==> src/rtl/vx_tcu_pkg.sv <==
// -----------------------------------------------------------------------------
// vx_tcu_pkg
// Shared constants and helpers for the TCU dot-product reduction lane (DRL).
//   DRL_GRDW      : guard bits kept below the mantissa LSB during alignment
//   DRL_EXPW/MANW : default exponent / mantissa widths of a product term
//   drl_term_t    : packed {sign, exp, man} product term at default widths
//   drl_sum_width : width of the aligned two's-complement sum of n terms
// -----------------------------------------------------------------------------
package vx_tcu_pkg;

  localparam int DRL_GRDW = 3;
  localparam int DRL_EXPW = 8;
  localparam int DRL_MANW = 24;

  typedef struct packed {
    logic                sign;
    logic [DRL_EXPW-1:0] exp;
    logic [DRL_MANW-1:0] man;
  } drl_term_t;

  // One sign bit plus log2(n) carry bits above the aligned magnitude
  // guarantee the reduction never overflows.
  function automatic int drl_sum_width(input int n, input int manw, input int grdw);
    return manw + grdw + 1 + $clog2(n);
  endfunction

endpackage

==> src/rtl/vx_tcu_drl_max_exp.sv <==
// -----------------------------------------------------------------------------
// vx_tcu_drl_max_exp
// Combinational maximum-exponent selection over N biased exponents.
// Ports:
//   exps      in  N*WIDTH  packed exponents, term i at [i*WIDTH +: WIDTH]
//   max_exp   out WIDTH    largest exponent (ties resolve to lowest index)
//   shift_amt out N*8      per-term right shift = max_exp - exp_i, saturating
//                          at 255, term i at [i*8 +: 8]
// -----------------------------------------------------------------------------
module vx_tcu_drl_max_exp #(
  parameter int N     = 5,
  parameter int WIDTH = 8
) (
  input  logic [N*WIDTH-1:0] exps,
  output logic [WIDTH-1:0]   max_exp,
  output logic [N*8-1:0]     shift_amt
);

  logic [WIDTH-1:0] max_w;

  // Strict '>' keeps the first (lowest-index) maximum on ties.
  always_comb begin
    max_w = exps[WIDTH-1:0];
    for (int i = 1; i < N; i++) begin
      if (exps[i*WIDTH +: WIDTH] > max_w) begin
        max_w = exps[i*WIDTH +: WIDTH];
      end
    end
  end

  assign max_exp = max_w;

  for (genvar gi = 0; gi < N; gi++) begin : g_shift
    // Widened so the saturation compare is well-formed for any WIDTH.
    logic [WIDTH+7:0] diff;
    assign diff = {8'b0, max_w - exps[gi*WIDTH +: WIDTH]};
    assign shift_amt[gi*8 +: 8] = (diff > (WIDTH+8)'(255)) ? 8'hFF : diff[7:0];
  end

endmodule

==> src/rtl/vx_tcu_drl_align_add.sv <==
// -----------------------------------------------------------------------------
// vx_tcu_drl_align_add
// Elastic 3-stage alignment-and-sum stage of the TCU dot-product reduction lane.
//   S0: registered inputs, max-exponent / shift computation feeds S1
//   S1: registered max_exp + shifts, alignment and reduction feed S2
//   S2: registered sum, exponent and tag presented on the out_* port
// Ports:
//   clk, reset            clock, synchronous active-high reset
//   in_valid/in_ready     input handshake (in_ready has no path from in_valid)
//   in_sign  [N]          per-term sign, 1 = negative
//   in_exp   [N*EXPW]     per-term biased exponent, term i at [i*EXPW +: EXPW]
//   in_man   [N*MANW]     per-term unsigned mantissa incl. hidden bit
//   in_tag   [TAGW]       opaque sideband carried with the beat
//   out_valid/out_ready   output handshake, out_* held while stalled
//   out_exp  [EXPW]       maximum exponent of the beat
//   out_sum  [SUMW]       two's-complement aligned sum, LSB = 2^-(MANW-1+GRDW)
//   out_tag  [TAGW]       tag of the beat
// -----------------------------------------------------------------------------
module vx_tcu_drl_align_add
  import vx_tcu_pkg::*;
#(
  parameter int N    = 5,
  parameter int EXPW = 8,
  parameter int MANW = 24,
  parameter int GRDW = DRL_GRDW,
  parameter int TAGW = 8,
  localparam int SUMW = drl_sum_width(N, MANW, GRDW)
) (
  input  logic              clk,
  input  logic              reset,
  input  logic              in_valid,
  output logic              in_ready,
  input  logic [N-1:0]      in_sign,
  input  logic [N*EXPW-1:0] in_exp,
  input  logic [N*MANW-1:0] in_man,
  input  logic [TAGW-1:0]   in_tag,
  output logic              out_valid,
  input  logic              out_ready,
  output logic [EXPW-1:0]   out_exp,
  output logic [SUMW-1:0]   out_sum,
  output logic [TAGW-1:0]   out_tag
);

  localparam int EXTW = MANW + GRDW;

  // ---------------------------------------------------------------------------
  // Stage control: a stage advances when it is empty or its successor advances.
  // ---------------------------------------------------------------------------
  logic v0_reg, v1_reg, v2_reg;
  logic adv0, adv1, adv2;

  assign adv2     = ~v2_reg | out_ready;
  assign adv1     = ~v1_reg | adv2;
  assign adv0     = ~v0_reg | adv1;
  assign in_ready = adv0;

  always_ff @(posedge clk) begin
    if (reset) begin
      v0_reg <= 1'b0;
      v1_reg <= 1'b0;
      v2_reg <= 1'b0;
    end else begin
      if (adv0) v0_reg <= in_valid;
      if (adv1) v1_reg <= v0_reg;
      if (adv2) v2_reg <= v1_reg;
    end
  end

  // ---------------------------------------------------------------------------
  // S0: registered inputs and max-exponent selection
  // ---------------------------------------------------------------------------
  logic [N-1:0]      sign0_reg;
  logic [N*EXPW-1:0] exp0_reg;
  logic [N*MANW-1:0] man0_reg;
  logic [TAGW-1:0]   tag0_reg;
  logic [EXPW-1:0]   max_exp_s0;
  logic [N*8-1:0]    shift_s0;

  vx_tcu_drl_max_exp #(
    .N     (N),
    .WIDTH (EXPW)
  ) u_max_exp (
    .exps      (exp0_reg),
    .max_exp   (max_exp_s0),
    .shift_amt (shift_s0)
  );

  // ---------------------------------------------------------------------------
  // S1: registered shifts, alignment with guard/sticky, signed reduction
  // ---------------------------------------------------------------------------
  logic [N-1:0]      sign1_reg;
  logic [N*MANW-1:0] man1_reg;
  logic [TAGW-1:0]   tag1_reg;
  logic [EXPW-1:0]   max_exp1_reg;
  logic [N*8-1:0]    shift1_reg;

  logic [SUMW-1:0]   term_val [N];
  logic [SUMW-1:0]   sum_next;

  for (genvar gi = 0; gi < N; gi++) begin : g_align
    logic [MANW-1:0] man_w;
    logic [7:0]      sh;
    logic [EXTW-1:0] ext;
    logic [EXTW-1:0] mag;
    logic [SUMW-1:0] mag_ext;

    assign man_w = man1_reg[gi*MANW +: MANW];
    assign sh    = shift1_reg[gi*8 +: 8];
    assign ext   = {man_w, {GRDW{1'b0}}};

    always_comb begin
      mag = '0;
      if (int'(sh) >= EXTW) begin
        // Everything shifted out: only a nonzero mantissa survives as sticky.
        mag = EXTW'(|man_w);
      end else begin
        // Bits pushed left by (EXTW - sh) are exactly the ones lost on the right.
        mag = (ext >> sh) | EXTW'(|(ext << 32'(EXTW - int'(sh))));
      end
    end

    assign mag_ext      = {{(SUMW-EXTW){1'b0}}, mag};
    assign term_val[gi] = sign1_reg[gi] ? (~mag_ext + SUMW'(1)) : mag_ext;
  end

  // Modular two's-complement accumulation; SUMW leaves room for every carry.
  always_comb begin
    sum_next = '0;
    for (int i = 0; i < N; i++) begin
      sum_next = sum_next + term_val[i];
    end
  end

  // ---------------------------------------------------------------------------
  // S2: output registers
  // ---------------------------------------------------------------------------
  logic [SUMW-1:0] sum2_reg;
  logic [EXPW-1:0] exp2_reg;
  logic [TAGW-1:0] tag2_reg;

  // Data registers carry no reset; validity is tracked solely by v*_reg.
  always_ff @(posedge clk) begin
    if (adv0) begin
      sign0_reg <= in_sign;
      exp0_reg  <= in_exp;
      man0_reg  <= in_man;
      tag0_reg  <= in_tag;
    end
    if (adv1) begin
      sign1_reg    <= sign0_reg;
      man1_reg     <= man0_reg;
      tag1_reg     <= tag0_reg;
      max_exp1_reg <= max_exp_s0;
      shift1_reg   <= shift_s0;
    end
    if (adv2) begin
      sum2_reg <= sum_next;
      exp2_reg <= max_exp1_reg;
      tag2_reg <= tag1_reg;
    end
  end

  assign out_valid = v2_reg;
  assign out_exp   = exp2_reg;
  assign out_sum   = sum2_reg;
  assign out_tag   = tag2_reg;

endmodule

==> config.mk <==
export PLATFORM = sky130hd
export DESIGN_NAME = vx_tcu_drl_align_add
export DESIGN_NICKNAME = d
export VERILOG_FILES = /design/src/rtl/vx_tcu_pkg.sv /design/src/rtl/vx_tcu_drl_max_exp.sv /design/src/rtl/vx_tcu_drl_align_add.sv
export SDC_FILE = /design/constraint.sdc
export NUM_CORES = 1
export LEC_CHECK = 0
export CAP_MARGIN = 20
export CORE_AREA = 4 4 366 368
export DETAILED_ROUTE_END_ITERATION = 8
export DIE_AREA = 0 0 370 372
export GPL_TIMING_DRIVEN = 0
export PLACE_DENSITY = 0.37
export SLEW_MARGIN = 20
export SYNTH_ARGS = -nofsm -noshare
export SYNTH_HDL_FRONTEND = slang
export SYNTH_SLANG_ARGS = --single-unit
==> constraint.sdc <==
create_clock -name clk -period 11.3 [get_ports clk]
set_clock_uncertainty 0.05 [all_clocks]
set_input_delay 2.26 -clock clk [delete_from_list [all_inputs] [get_ports clk]]
set_output_delay 2.26 -clock clk [all_outputs]
set_load 0.1 [all_outputs]
* Word-level counts from Yosys, hierarchy flattened
Cells that the tools add are included.
** Word-level totals
- Flip-flop bits (word level) :: 404
- Input bits :: 177
- Output and inout port bits :: 49
- Word-level logic and storage cells :: 102
** Cells by class
- Add/subtract/negate cells :: 19
- $lt $le $gt $ge :: 14
- Shift operators :: 10
- Multiplexer cells :: 14
- Bitwise logic cells :: 16
- Reduce and logical (&&, ||, !) cells :: 10
** Operators by type and width (number)
- $shl A27 B32 Y27 :: 5
- $add A31 B1 Y31 const B :: 5
- $mux W31 :: 5
- $not A27 Y31 :: 5
- $mux W27 :: 5
- $or A27 B1 Y27 :: 5
- $reduce_or A27 Y1 :: 5
- $shr A27 B8 Y27 :: 5
- $add A31 B31 Y31 :: 4
- $reduce_or A24 Y1 :: 5
- $sub A5 B8 Y9 const A :: 5
- $ge A8 B5 Y1 const B :: 5
- $gt A8 B8 Y1 const B :: 5
- $sub A8 B8 Y8 :: 5
- $gt A8 B8 Y1 :: 4
- $mux W8 :: 4
- $not A1 Y1 :: 3
- $or A1 B1 Y1 :: 3

* Logic depth before layout (Yosys ltp)
- Word-level depth :: 12
- Gate-level depth with buffers :: 52
- Depth with buffers taken out :: 49

* Modules after synthesis
A second synthesis with hierarchy kept.
** Second synthesis, totals
- Cells, all modules :: 3247
- Area total of the unflattened synthesis :: 33066.7 um^2
** By module, submodules not included
- vx_tcu_drl_align_add :: times used 1, cells each 2889, area each 30451.7 um^2
- vx_tcu_drl_max_exp :: times used 1, cells each 358, area each 2615.0 um^2

* Worst setup path after synthesis
Ideal clock, no wire load.
- Path kind :: input to output
- Start point :: input out_ready
- End point :: output in_ready
- Arrival time :: 6739 ps
- Setup slack :: 2251 ps
- Stages on the path :: 3
- Buffers on the path :: 0
- Cell sequence :: nor2b_1 and2_1 nand2_1
** On the way
- Longest elaborated chain between the ends :: 3
** RTL lines
- from (decl) :: line vx_tcu_drl_align_add.sv:38 : input logic out_ready,
- $or A1 B1 Y1 :: line vx_tcu_drl_align_add.sv:52 : assign adv2 = ~v2_reg | out_ready;
- $or A1 B1 Y1 :: line vx_tcu_drl_align_add.sv:53 : assign adv1 = ~v1_reg | adv2;
- $or A1 B1 Y1 :: line vx_tcu_drl_align_add.sv:54 : assign adv0 = ~v0_reg | adv1;
- to (decl) :: line vx_tcu_drl_align_add.sv:32 : output logic in_ready,
No other way between the ends.

* Final worst setup path
- Start point :: register exp0_reg[1]
- End point :: register shift1_reg[6] (data pin)
** On the way
- Longest elaborated chain between the ends :: 10
** RTL lines
- from (decl) :: line vx_tcu_drl_align_add.sv:73 : logic [N*EXPW-1:0] exp0_reg;
- from (signal assigned) :: line vx_tcu_drl_align_add.sv:145 : exp0_reg <= in_exp;
- $gt A8 B8 Y1 :: line vx_tcu_drl_max_exp.sv:25 : if (exps[i*WIDTH +: WIDTH] > max_w) begin
- $mux W8 :: line vx_tcu_drl_max_exp.sv:25
- $gt A8 B8 Y1 :: line vx_tcu_drl_max_exp.sv:25
- $mux W8 :: line vx_tcu_drl_max_exp.sv:25
- $gt A8 B8 Y1 :: line vx_tcu_drl_max_exp.sv:25
- $mux W8 :: line vx_tcu_drl_max_exp.sv:25
- $gt A8 B8 Y1 :: line vx_tcu_drl_max_exp.sv:25
- $mux W8 :: line vx_tcu_drl_max_exp.sv:25
- $sub A8 B8 Y8 * :: line vx_tcu_drl_max_exp.sv:36 : assign diff = {8'b0, max_w - exps[gi*WIDTH +: WIDTH]};
- via u_max_exp.g_shift[0].diff[6] :: line vx_tcu_drl_max_exp.sv:35 : logic [WIDTH+7:0] diff;
- $gt A8 B8 Y1 :: line vx_tcu_drl_max_exp.sv:37 : assign shift_amt[gi*8 +: 8] = (diff > (WIDTH+8)'(255)) ? 8'hFF : diff[7:0];
- to (signal assigned) :: line vx_tcu_drl_align_add.sv:154 : shift1_reg <= shift_s0;
- to (decl) :: line vx_tcu_drl_align_add.sv:95 : logic [N*8-1:0] shift1_reg;
Mark *: on every way through the listed nets, which the timed path passes. The rest lies on a longest branch.
A chain may end at the register's enable or synchronous reset.

==> results.yml <==
status:
  status: "finished, final reports clean"
timing:
  relSlewSlack_pct: 26.7
  drv_slew: 0
  max_freq_mhz: 97.9
  hold_violations: 0
  grt_setup_unrepaired: "false"
  holdWs_ns: 0.347
  fin_crit_ns: 10.21
  post-route-period-util_pct: 90.4
  setup_violations: 0
  tightest_slew_ns: 1.10
clocking:
  cts-root-buf: "clkbuf_16"
  clockBufferDepth: 3
  clk_pin_slew_worst_paths_ns: 0.06
  cts_made_buffers: 53
  cts_max_level: 2
  tritoncts: "yes"
  cts.sinks: 404
  clock_latency_ns: 0.66
  hold_buffers: 0
place:
  hpwl_mm: 94.2
  gp_congestion: 0.898
  portBuffers: 225
  placed_cells: 5162
yosys:
  yosysMostFrequentCell: "edfxtp_1"
  synth_top_cells_by_area: "edfxtp_1 (37%), fa_1 (5.8%), mux2i_1 (5.3%)"
  syn_area_per_cell_um2: 10.2
  yosysWarnings: 0
  synth_area_um2: 32400
  ys.flop_type: "edfxtp_1"
  syn-num-nets: 3560
  ys_seq_elements: 404
  yosysTopAreaCell: "edfxtp_1"
  synthDistinctLibCells: 99
  ys_seq_area_share_pct: 37.3
  syn-instance-count: 3176
  synth_edf_count: 401
  netlist_top_cells_count: "edfxtp_1 (401), nand2_1 (252), inv_1 (231), nor2_1 (187), a21oi_1 (182)"
  synthArstFlopShare_pct: 0
  synth_top_area_share_pct: 37.1
floorplanning:
  dieHeight_um: 372
  die_w_um: 370
  fp.coreArea_um2: 131000
  die_area_um2: 138000
  start_util_pct: 24.8
  row_count: 133
  ios: 226
global_route:
  grt_pass1_wl_mm: 177
  globalRoute.totalOverflow: 0
  grt_max_degree: 65
  first_global_vias: 26600
  gr-usage-all-layers_pct: 16.9
  grt_antenna_before_repair: 7
final_layout:
  area_delta_synth_final_pct: 20.2
  nFillCells: 13800
  final_nets: 3846
  fin_cells: 5263
  drive_gt1_share_pct: 10.2
drt:
  vias_per_cell: 5.01
  vias: 26400
  drc: 0
  post_drt_wl_per_cell_um: 22.8
  routed_wirelength_mm: 120
  firstDrtPassIters: 5
  first_iter_violations: 2196
  ant_nets: 0
min_path:
  min-delay-start: "sign0_reg[2]$_DFFE_PP_"
  hold_class: "register to register"
  min_to: "sign1_reg[2]$_DFFE_PP_"
  min_path_cells: 0
worst_setup_path:
  path_common_cell: "o21ai_0"
  cp.required_ns: 11.59
  timing.rr.start: "exp0_reg[1]$_DFFE_PP_"
  r2r_cells: 48
  rrSetupSlack_ns: 1.09
  arrival_ns: 10.50
  cp_slowest_stage_delay_ns: 0.79
  reg2reg_to: "shift1_reg[6]$_DFFE_PP_"
  crit_slowest_cell: "mux2i_1"
  crit_type: "register to register"
  critPathCaptureType: "register"
  critPathMaxFanout: 10
  cp-start-kind: "register"
flow_run:
  cap_violations: 0
==> per-stage QoR <==
| stage | setup WS, ns | TNS (ns) | area (µm²) | utilization [%] |
|---|---|---|---|---|
| 6_report | 1.09 | 0 | 39000 | 29.8 |
| 5_1_grt | 0.0953 | 0 | 39000 | 29.8 |
| 4_1_cts | 0.288 | 0 | 39000 | 29.8 |
| 3_5_place_dp | 0.358 | 0 | 37100 | 28.3 |
| 3_3_place_gp | -2.08 | -2.08 | 36900 | 28.2 |
| 2_1_floorplan | 2.25 | 0 | 32400 | - |
==> cells by family (layout without fill, tap and decap cells) <==
group | Yosys count | count (layout) | synth area share [%]
muxes | 300 | 300 | 12.1
other | 0 | 1 | 0
DFF | 404 | 404 | 37.3
xor gates and xnor gates | 170 | 170 | 4.62
buffers and inverters | 418 | 749 | 5.63
and+or+nand+nor | 873 | 873 | 13.4
adders and majority gates | 207 | 207 | 10.2
AOI/OAI and AO/OA | 804 | 804 | 16.7
==> area by class of cell <==
cell class / instances / area, µm² / share of cell area, %
Clock inverter: 43 / 531 / 1.36
Tap cell: 1755 / 2200 / 5.63
Antenna cell: 1 / 2.50 / 0.00642
Sequential cell: 404 / 12100 / 31.1
Clock buffer: 57 / 1360 / 3.50
Buffer: 177 / 922 / 2.37
Multi-Input combinational cell: 2354 / 18500 / 47.5
Inverter: 241 / 915 / 2.35
Timing Repair Buffer: 231 / 2420 / 6.20
==> how the worst max path moves through the flow <==
| stage | startpoint | endpoint | slack, ns | depth (start not counted) |
|---|---|---|---|---|
| 5_1_grt | exp0_reg[1]$_DFFE_PP_ | shift1_reg[6]$_DFFE_PP_ | 0.1 | 48 |
| 4_1_cts | exp0_reg[1]$_DFFE_PP_ | shift1_reg[7]$_DFFE_PP_ | 0.29 | 50 |
| 3_5_place_dp | exp0_reg[1]$_DFFE_PP_ | shift1_reg[7]$_DFFE_PP_ | 0.36 | 50 |
| 2_1_floorplan | out_ready | in_ready | 2.25 | 3 |
| 6_report | exp0_reg[1]$_DFFE_PP_ | shift1_reg[6]$_DFFE_PP_ | 1.09 | 48 |
| 3_3_place_gp | out_ready | in_ready | -2.08 | 5 |
==> worst max-delay path: cells and delay by family (launching register included) <==
family	cells	cell delay, ns
adder cells (fa/ha/maj)	6	1.82
flip-flops	1	0.35
AO/OA/AOI/OAI	22	3.25
buffers and inverters	6	1.50
AND/OR/NAND/NOR	10	0.87
multiplexers	3	1.68
XOR/XNOR	1	0.40
==> cells in the final DEF, fill, tap and decap left out, types with 51 or more instances in the layout <==
cell type / instances
clkbuf_16: 54
edfxtp_1: 401
o22ai_1: 51
nor2_1: 187
a21oi_1: 179
mux2_2: 53
nand3_1: 70
clkbuf_1: 95
inv_1: 229
nor3_1: 64
mux2i_1: 173
o21ai_0: 148
nand2_1: 251
ha_1: 113
fa_1: 94
clkdlybuf4s50_1: 225
xor2_1: 66
mux4_2: 67
xnor2_1: 102
==> per-layer routing <==
metal  global-route usage (%)  part of all wire (%)
met1                     23.3                    46
met2                     27.6                    46
met3                     2.61                   4.9
met4                     4.52                   2.5
met5                        0                 0.011
==> what timing repair did <==
item / in CTS / in global routing
resized for setup: 0 / 5
endpoints found under the hold margin: 0 / 0
buffers inserted: 0 / 0
setup endpoints to repair: 0 / 4
Power is not shown: default switching activity piles up to over one toggle a cycle in this logic, so the estimate is an artifact.
